<file path="config.mk">
export PLATFORM = sky130hd
export DESIGN_NAME = prom_fetch_arbiter
export DESIGN_NICKNAME = d
export VERILOG_FILES = /design/src/rtl/prom_fetch_arbiter.sv
export SDC_FILE = /design/constraint.sdc
export NUM_CORES = 1
export LEC_CHECK = 0
export ABC_CLOCK_PERIOD_IN_PS = 1850
export BUFFER_PORTS_ARGS = -buffer_cell sky130_fd_sc_hd__buf_2
export CAP_MARGIN = 10
export CORE_MARGIN = 2
export CORE_UTILIZATION = 44
export DETAILED_ROUTE_END_ITERATION = 7
export PLACE_DENSITY = 0.75
export SYNTH_ARGS = -nofsm -noshare
export SYNTH_HDL_FRONTEND = slang
export SYNTH_SLANG_ARGS = --single-unit
</file>
<file path="constraint.sdc">
create_clock -name CLK -period 1.85 [get_ports CLK]
set_input_delay 0.0925 -clock CLK [delete_from_list [all_inputs] [get_ports CLK]]
set_output_delay 0.0925 -clock CLK [all_outputs]
set_load 0.01 [all_outputs]
</file>
<file path="src/rtl/prom_fetch_arbiter.sv">
// Program ROM arbiter: CPU fetch vs AUX read, two-cycle registered pipeline.
// Optional PROM_BOUNDS_EN adds bounds_err and zeroes out-of-range responses.
module prom_fetch_arbiter #(
    parameter int unsigned ADDR_W     = 16,
    parameter int unsigned DATA_W     = 32,
    parameter int unsigned STARVE_MAX = 8,
    parameter int unsigned ROM_DEPTH  = 32'h008F
) (
    input  logic              CLK,
    input  logic              RSTn,
    input  logic              cpu_req,
    input  logic [ADDR_W-1:0] cpu_addr,
    input  logic              cpu_flush,
    output logic              cpu_gnt,
    output logic              cpu_valid,
    output logic [DATA_W-1:0] cpu_data,
    input  logic              aux_req,
    input  logic [ADDR_W-1:0] aux_addr,
    output logic              aux_gnt,
    output logic              aux_valid,
    output logic [DATA_W-1:0] aux_data,
    output logic [ADDR_W-1:0] rom_addr,
    input  logic [DATA_W-1:0] rom_data
`ifdef PROM_BOUNDS_EN
   ,output logic              bounds_err
`endif
);

    localparam logic [7:0] SMAX = 8'(STARVE_MAX);

    logic [7:0]        starve;
    logic              aux_win;
    logic              t1_vld;
    logic              t1_cpu;
    logic              cpu_vld_q;
    logic              aux_vld_q;
    logic              cap_cpu;
    logic              cap_aux;
    logic [ADDR_W-1:0] gaddr;
    logic [DATA_W-1:0] rdata;

    assign aux_win = aux_req && (starve == SMAX);
    assign cpu_gnt = RSTn && cpu_req && !aux_win;
    assign aux_gnt = RSTn && aux_req && (aux_win || !cpu_req);

    // Flush kills a CPU word both while it is in the ROM cycle and on its valid cycle
    assign cap_cpu   = t1_vld && t1_cpu && !cpu_flush;
    assign cap_aux   = t1_vld && !t1_cpu;
    assign cpu_valid = cpu_vld_q && !cpu_flush;
    assign aux_valid = aux_vld_q;

    always_comb begin
        gaddr = aux_addr;
        if (cpu_gnt)
            gaddr = cpu_addr;
    end

`ifdef PROM_BOUNDS_EN
    localparam logic [ADDR_W-1:0] DEPTH = ADDR_W'(ROM_DEPTH);

    logic t1_oob;
    logic bnd_q;
    logic bnd_cpu_q;

    assign rdata      = t1_oob ? '0 : rom_data;
    assign bounds_err = bnd_q && !(bnd_cpu_q && cpu_flush);

    always_ff @(posedge CLK or negedge RSTn) begin
        if (!RSTn) begin
            t1_oob    <= 1'b0;
            bnd_q     <= 1'b0;
            bnd_cpu_q <= 1'b0;
        end else begin
            t1_oob    <= (cpu_gnt || aux_gnt) && (gaddr >= DEPTH);
            bnd_q     <= t1_oob && (cap_cpu || cap_aux);
            bnd_cpu_q <= t1_cpu;
        end
    end
`else
    assign rdata = rom_data;
`endif

    always_ff @(posedge CLK or negedge RSTn) begin
        if (!RSTn) begin
            starve    <= '0;
            rom_addr  <= '0;
            t1_vld    <= 1'b0;
            t1_cpu    <= 1'b0;
            cpu_vld_q <= 1'b0;
            aux_vld_q <= 1'b0;
            cpu_data  <= '0;
            aux_data  <= '0;
        end else begin
            if (aux_req && !aux_gnt)
                starve <= (starve == SMAX) ? SMAX : starve + 8'd1;
            else
                starve <= '0;
            if (cpu_gnt || aux_gnt)
                rom_addr <= gaddr;
            t1_vld    <= cpu_gnt || aux_gnt;
            t1_cpu    <= cpu_gnt;
            cpu_vld_q <= cap_cpu;
            aux_vld_q <= cap_aux;
            if (cap_cpu)
                cpu_data <= rdata;
            if (cap_aux)
                aux_data <= rdata;
        end
    end

endmodule
</file>
== Word level (Yosys, flattened, before mapping) ==
Cells that the tools add are included.

* Input port bits: 69
* Word-level logic and storage cells: 30
* Flip-flop bits (word level): 92
* Output and inout port bits: 84

* Reductions and logical operators: 17
* Eq/ne operators: 1
* Mux-type cells: 3
* $add $sub $neg: 1

{| class="wikitable"
|+ Operator list
! cell !! number
|-
| 16-bit two-way mux || 1
|-
| 8-bit two-way mux || 2
|-
| 1-bit logical AND || 10
|-
| 8-bit by 1-bit adder with 8-bit output, second input constant || 1
|-
| 8-bit by 4-bit == test with 1-bit output, second input constant || 1
|-
| 1-bit zero test || 5
|-
| 1-bit logical OR || 2
|}

== Longest topological paths before layout ==
* Depth after elaboration: 7
* Depth in mapped cells: 7

== Worst setup path after synthesis ==
Ideal clock, no wire load.

* Path kind: flip-flop to flip-flop
* Start point: reg starve[0]
* End point: reg rom_addr[10]
* Data required time: 1724 ps
* Cell stages (with the launch flop): 8
* Setup slack: -204 ps
* Arrival: 1928 ps
* Path through: dfrtp_1 inv_1 ha_1 or3b_2 o31a_1 buf_6 buf_8 a221o_1

* Longest elaborated chain between the ends: 5
* Elaborated cells between the ends (all ways): 8
* Classes of those cells: eq/ne (1); mux (1); reduce/logical (6)

{| class="wikitable"
|+ Ends and longest elaborated chain
! what !! RTL line !! source
|-
| start, declared || 31 || <nowiki>logic [7:0] starve;</nowiki>
|-
| start signal, assigned || 95 || <nowiki>starve <= (starve == SMAX) ? SMAX : starve + 8'd1;</nowiki>
|-
| 8-bit by 4-bit == test with 1-bit output * || 42 || <nowiki>assign aux_win = aux_req && (starve == SMAX);</nowiki>
|-
| 1-bit logical AND * || 42 ||
|-
| 1-bit zero test * || 43 || <nowiki>assign cpu_gnt = RSTn && cpu_req && !aux_win;</nowiki>
|-
| 1-bit logical AND * || 43 ||
|-
| net cpu_gnt || 14 || <nowiki>output logic cpu_gnt,</nowiki>
|-
| 16-bit two-way mux / 1-bit logical OR (equally long branches) || 54, 98 ||
|-
| end signal, assigned || 99 || <nowiki>rom_addr <= gaddr;</nowiki>
|-
| end, declared || 22 || <nowiki>output logic [ADDR_W-1:0] rom_addr,</nowiki>
|}

Mark *: on every way through the listed nets, which the timed path passes. The rest lies on a longest branch.
A chain may end at the register's enable or synchronous reset.

== Worst setup path in the final report ==
* Start point: reg starve[0]
* End point: reg starve[3]

* Longest elaborated chain between the ends: 7
* Elaborated cells between the ends (all ways): 9
* Classes of those cells: add/sub (1); eq/ne (1); mux (2); reduce/logical (5)

{| class="wikitable"
|+ Ends and longest elaborated chain
! what !! RTL line !! source
|-
| parallel branches: the longest is 6 deep, another holds 8-bit by 1-bit adder with 8-bit output || -- ||
|-
| 8-bit two-way mux * || 94 || <nowiki>if (aux_req && !aux_gnt)</nowiki>
|}

Every way passes the cells marked *.

==> flow_metrics.tcl <==
set metrics [dict create \
    critical_path_arrival_ns 2.23 \
    cts_root_buf "clkbuf_8" \
    port_buffers 152 \
    cts_sinks 92 \
    die_y_um 97.4 \
    ys_seq_area_share_pct 59.9 \
    setup_viol 19 \
    slew_violations 0 \
    cts.htree.levels 3 \
    p_seq_share_pct 48.1 \
    grt_pass1_vias 3541 \
    drv_cap 0 \
    drt-initial-drc-count 126 \
    holdWs_ns 0.182 \
    stdcell_count 633 \
    power.leakage_nw 2.82 \
    io_pins 153 \
    clock_power_share_pct 26.8 \
    finClkSkew_ns 0.0108 \
    min_period_ns 2.00 \
    rsz0062_at_grt "true" \
    power_w 0.00522 \
    worst_pin_slew_ns 0.693 \
    fp-row-count 34 \
    cts_made_buffers 9 \
    crit_fanout 2 \
    grt_max_degree 57 \
    hold_path.class "in -> async" \
    place_inst 542 \
    vias_per_cell 5.15 \
    start_kind "register" \
    violations "negative setup slack" \
    combPwrFrac_pct 25.1 \
    cts_buffer_depth 2 \
    synth_top_area_cell "dfrtp_1" \
    drtPass1Iterations 4 \
    status "finished, violations left" \
    syn_inst 281 \
    fin_ws_ns -0.150 \
    gp_congestion 0.792 \
    final_util_pct 67.8 \
    yosys_warnings 0 \
    yosysUniqueCellTypes 32 \
    cp.required_ns 2.08 \
    grt_pass1_wl_um 16800 \
    max_freq_ghz 0.500 \
    maxSlewHeadroom_pct 53.8 \
    antennaDiodeCount 0 \
    fin_crit_sh_pct 108 \
    dieArea_mm2 0.00949 \
    ant_nets 0 \
    fin_nets 591 \
    powerDensity_mw_per_mm2 896 \
    grt_use_total_pct 21.9 \
    vias 3261 \
    start_util_pct 44.7 \
    wl_per_cell_um 16.4 \
    routed_wirelength_um 10400 \
    syn_avg_cell_area_um2 13.7 \
    synth_area_leaders "dfrtp_1 (60%), mux2_2 (19%), nand4b_1 (3.6%)" \
    vdd_drop_max_mv 0.454 \
    core_area_mm2 0.00859 \
    switching_share_pct 29.2 \
    clkTransAtPathRegs_ns 0.10 \
    mostFrequentLayoutCells "buf_2 (149), dfrtp_1 (92), dlygate4sd3_1 (65)" \
    hpwl_um 6250 \
    synth_area_mm2 0.00384 \
    route.detailed.drc 0 \
    synth_seq_cells 92 \
    mostFrequentLayoutCell "buf_2" \
    area_delta_synth_final_pct 51.8 \
    end_kind "register" \
    synth.top_cell.area_share_pct 59.9 \
    clock_latency_ns 0.36 \
    cts_tree "done" \
    fp.dieW_um 97.4 \
    hold_viol_final 0 \
    grt_overflow 0 \
    syn-num-nets 352 \
    layout-drive-gt1-share_pct 52.6 \
    p_sw_w 0.00152 \
    p_int_w 0.00370 \
    crit_type "reg -> reg" \
    grt_antenna_before_repair 0 \
]
-- metrics by stage --
stage | setup TNS [ns] | setup WS, ns | area [um^2]
2_1_floorplan | -0.892 | -0.0955 | 3840
3_3_place_gp | -0.0914 | -0.0139 | 4830
3_5_place_dp | -0.216 | -0.0344 | 4830
4_1_cts | -0.887 | -0.130 | 5780
5_1_grt | -2.63 | -0.223 | 5830
6_report | -1.54 | -0.150 | 5830
-- worst max-delay path, cell delays in order, from the launching register on --
cell     delay [ns]
dfrtp_1        0.39
inv_1          0.06
ha_2           0.15
or3b_4         0.39
buf_6          0.14
o21ai_4        0.13
buf_4          0.14
buf_6          0.09
buf_4          0.09
buf_4          0.09
buf_4          0.09
buf_4          0.09
a21oi_2        0.04
-- state kept, by name, summed over array words and instances (netlist names) --
| name | flops |
|---|---|
| rom_addr | 16 |
| t1_vld | 1 |
| cpu_vld_q | 1 |
| t1_cpu | 1 |
| cpu_data | 32 |
| starve | 8 |
| aux_valid | 1 |
| aux_data | 32 |
-- worst paths after layout --
kind                               from      endpoint  slack [ns]  cells past startpoint
max                           starve[0]     starve[3]       -0.15                     12
min                                RSTn   rom_addr[8]        0.18                      2
max reg2reg                   starve[0]     starve[3]       -0.15                     12
min reg2reg                aux_data[18]  aux_data[18]        0.51                      1
max in group asynchronous          RSTn   cpu_data[2]        0.69                      3
min in group CLK                aux_req   rom_addr[0]        0.28                      4
-- power by group through the flow --
stage / combinational, W / sequential [W] / clock (W)
floorplan: 0.000418 / 0.00271 / 0
global route: 0.00141 / 0.00255 / 0.00151
global placement: 0.00113 / 0.00253 / 0
detailed placement: 0.00117 / 0.00255 / 0
finish: 0.00131 / 0.00251 / 0.00140
CTS: 0.00130 / 0.00251 / 0.00144
-- final cells by class --
type                       count  area, um^2
fill                         620        2760
sequential                    92        2300
timing repair buffer         245        1700
multi-input combinational    149        1400
tap                          108         135
clock buffer                   9         124
inverter                      23        86.3
clock inverter                 7        80.1
-- cell families (layout without fill, tap and decap cells) --
family                     count (synthesis)  after routing  synth area share (%)
and+or+nand+nor                           37             37                  7.30
DFF                                       92             92                  59.9
AOI/OAI and AO/OA                         44             44                  8.47
xor gates and xnor gates                   2              2                 0.456
adders and majority gates                  2              2                 0.651
muxes                                     64             64                  18.8
buffers and inverters                     40            284                  4.43
-- synthesized netlist by cell type --
| master | count |
|---|---|
| dfrtp_1 | 92 |
| mux2_2 | 64 |
| inv_1 | 23 |
| o21ai_0 | 19 |
| nand4b_1 | 16 |
| clkbuf_1 | 14 |
| a221o_1 | 9 |
| a221o_2 | 7 |
| a21oi_1 | 4 |
| nor2_1 | 4 |
| nand3_1 | 3 |
| ha_1 | 2 |
| nand2_1 | 2 |
| nor2b_1 | 2 |
| or3_1 | 2 |
| xnor2_1 | 2 |
| a31o_2 | 1 |
| and2_1 | 1 |
| and3_1 | 1 |
| buf_2 | 1 |
| buf_6 | 1 |
| buf_8 | 1 |
| nand3b_1 | 1 |
| nand4_1 | 1 |
| nor4_4 | 1 |
| o21a_1 | 1 |
| o221ai_1 | 1 |
| o31a_1 | 1 |
| o31ai_1 | 1 |
| or3b_2 | 1 |
| or4_1 | 1 |
| or4b_4 | 1 |
-- layer usage --
layer | wire length (um) | share of wire [%] | vias to the layer above | track usage (%)
met5 | 0 | 0 | - | 0
met4 | 304 | 2.9 | 0 | 9.08
met3 | 628 | 6.0 | 29 | 4.03
met2 | 5260 | 51 | 163 | 38.7
met1 | 4220 | 41 | 1576 | 26.2
li1 | - | - | 1493 | -
-- timing repair --
item	4_1_cts	5_1_grt
gates cloned	0	0
hold endpoints to repair	98	0
gates resized for setup	6	9
setup buffers	9	1
pin swaps	7	2
hold buffers	65	0
setup endpoints to repair	16	19
Power figures use the tool's default switching activity.
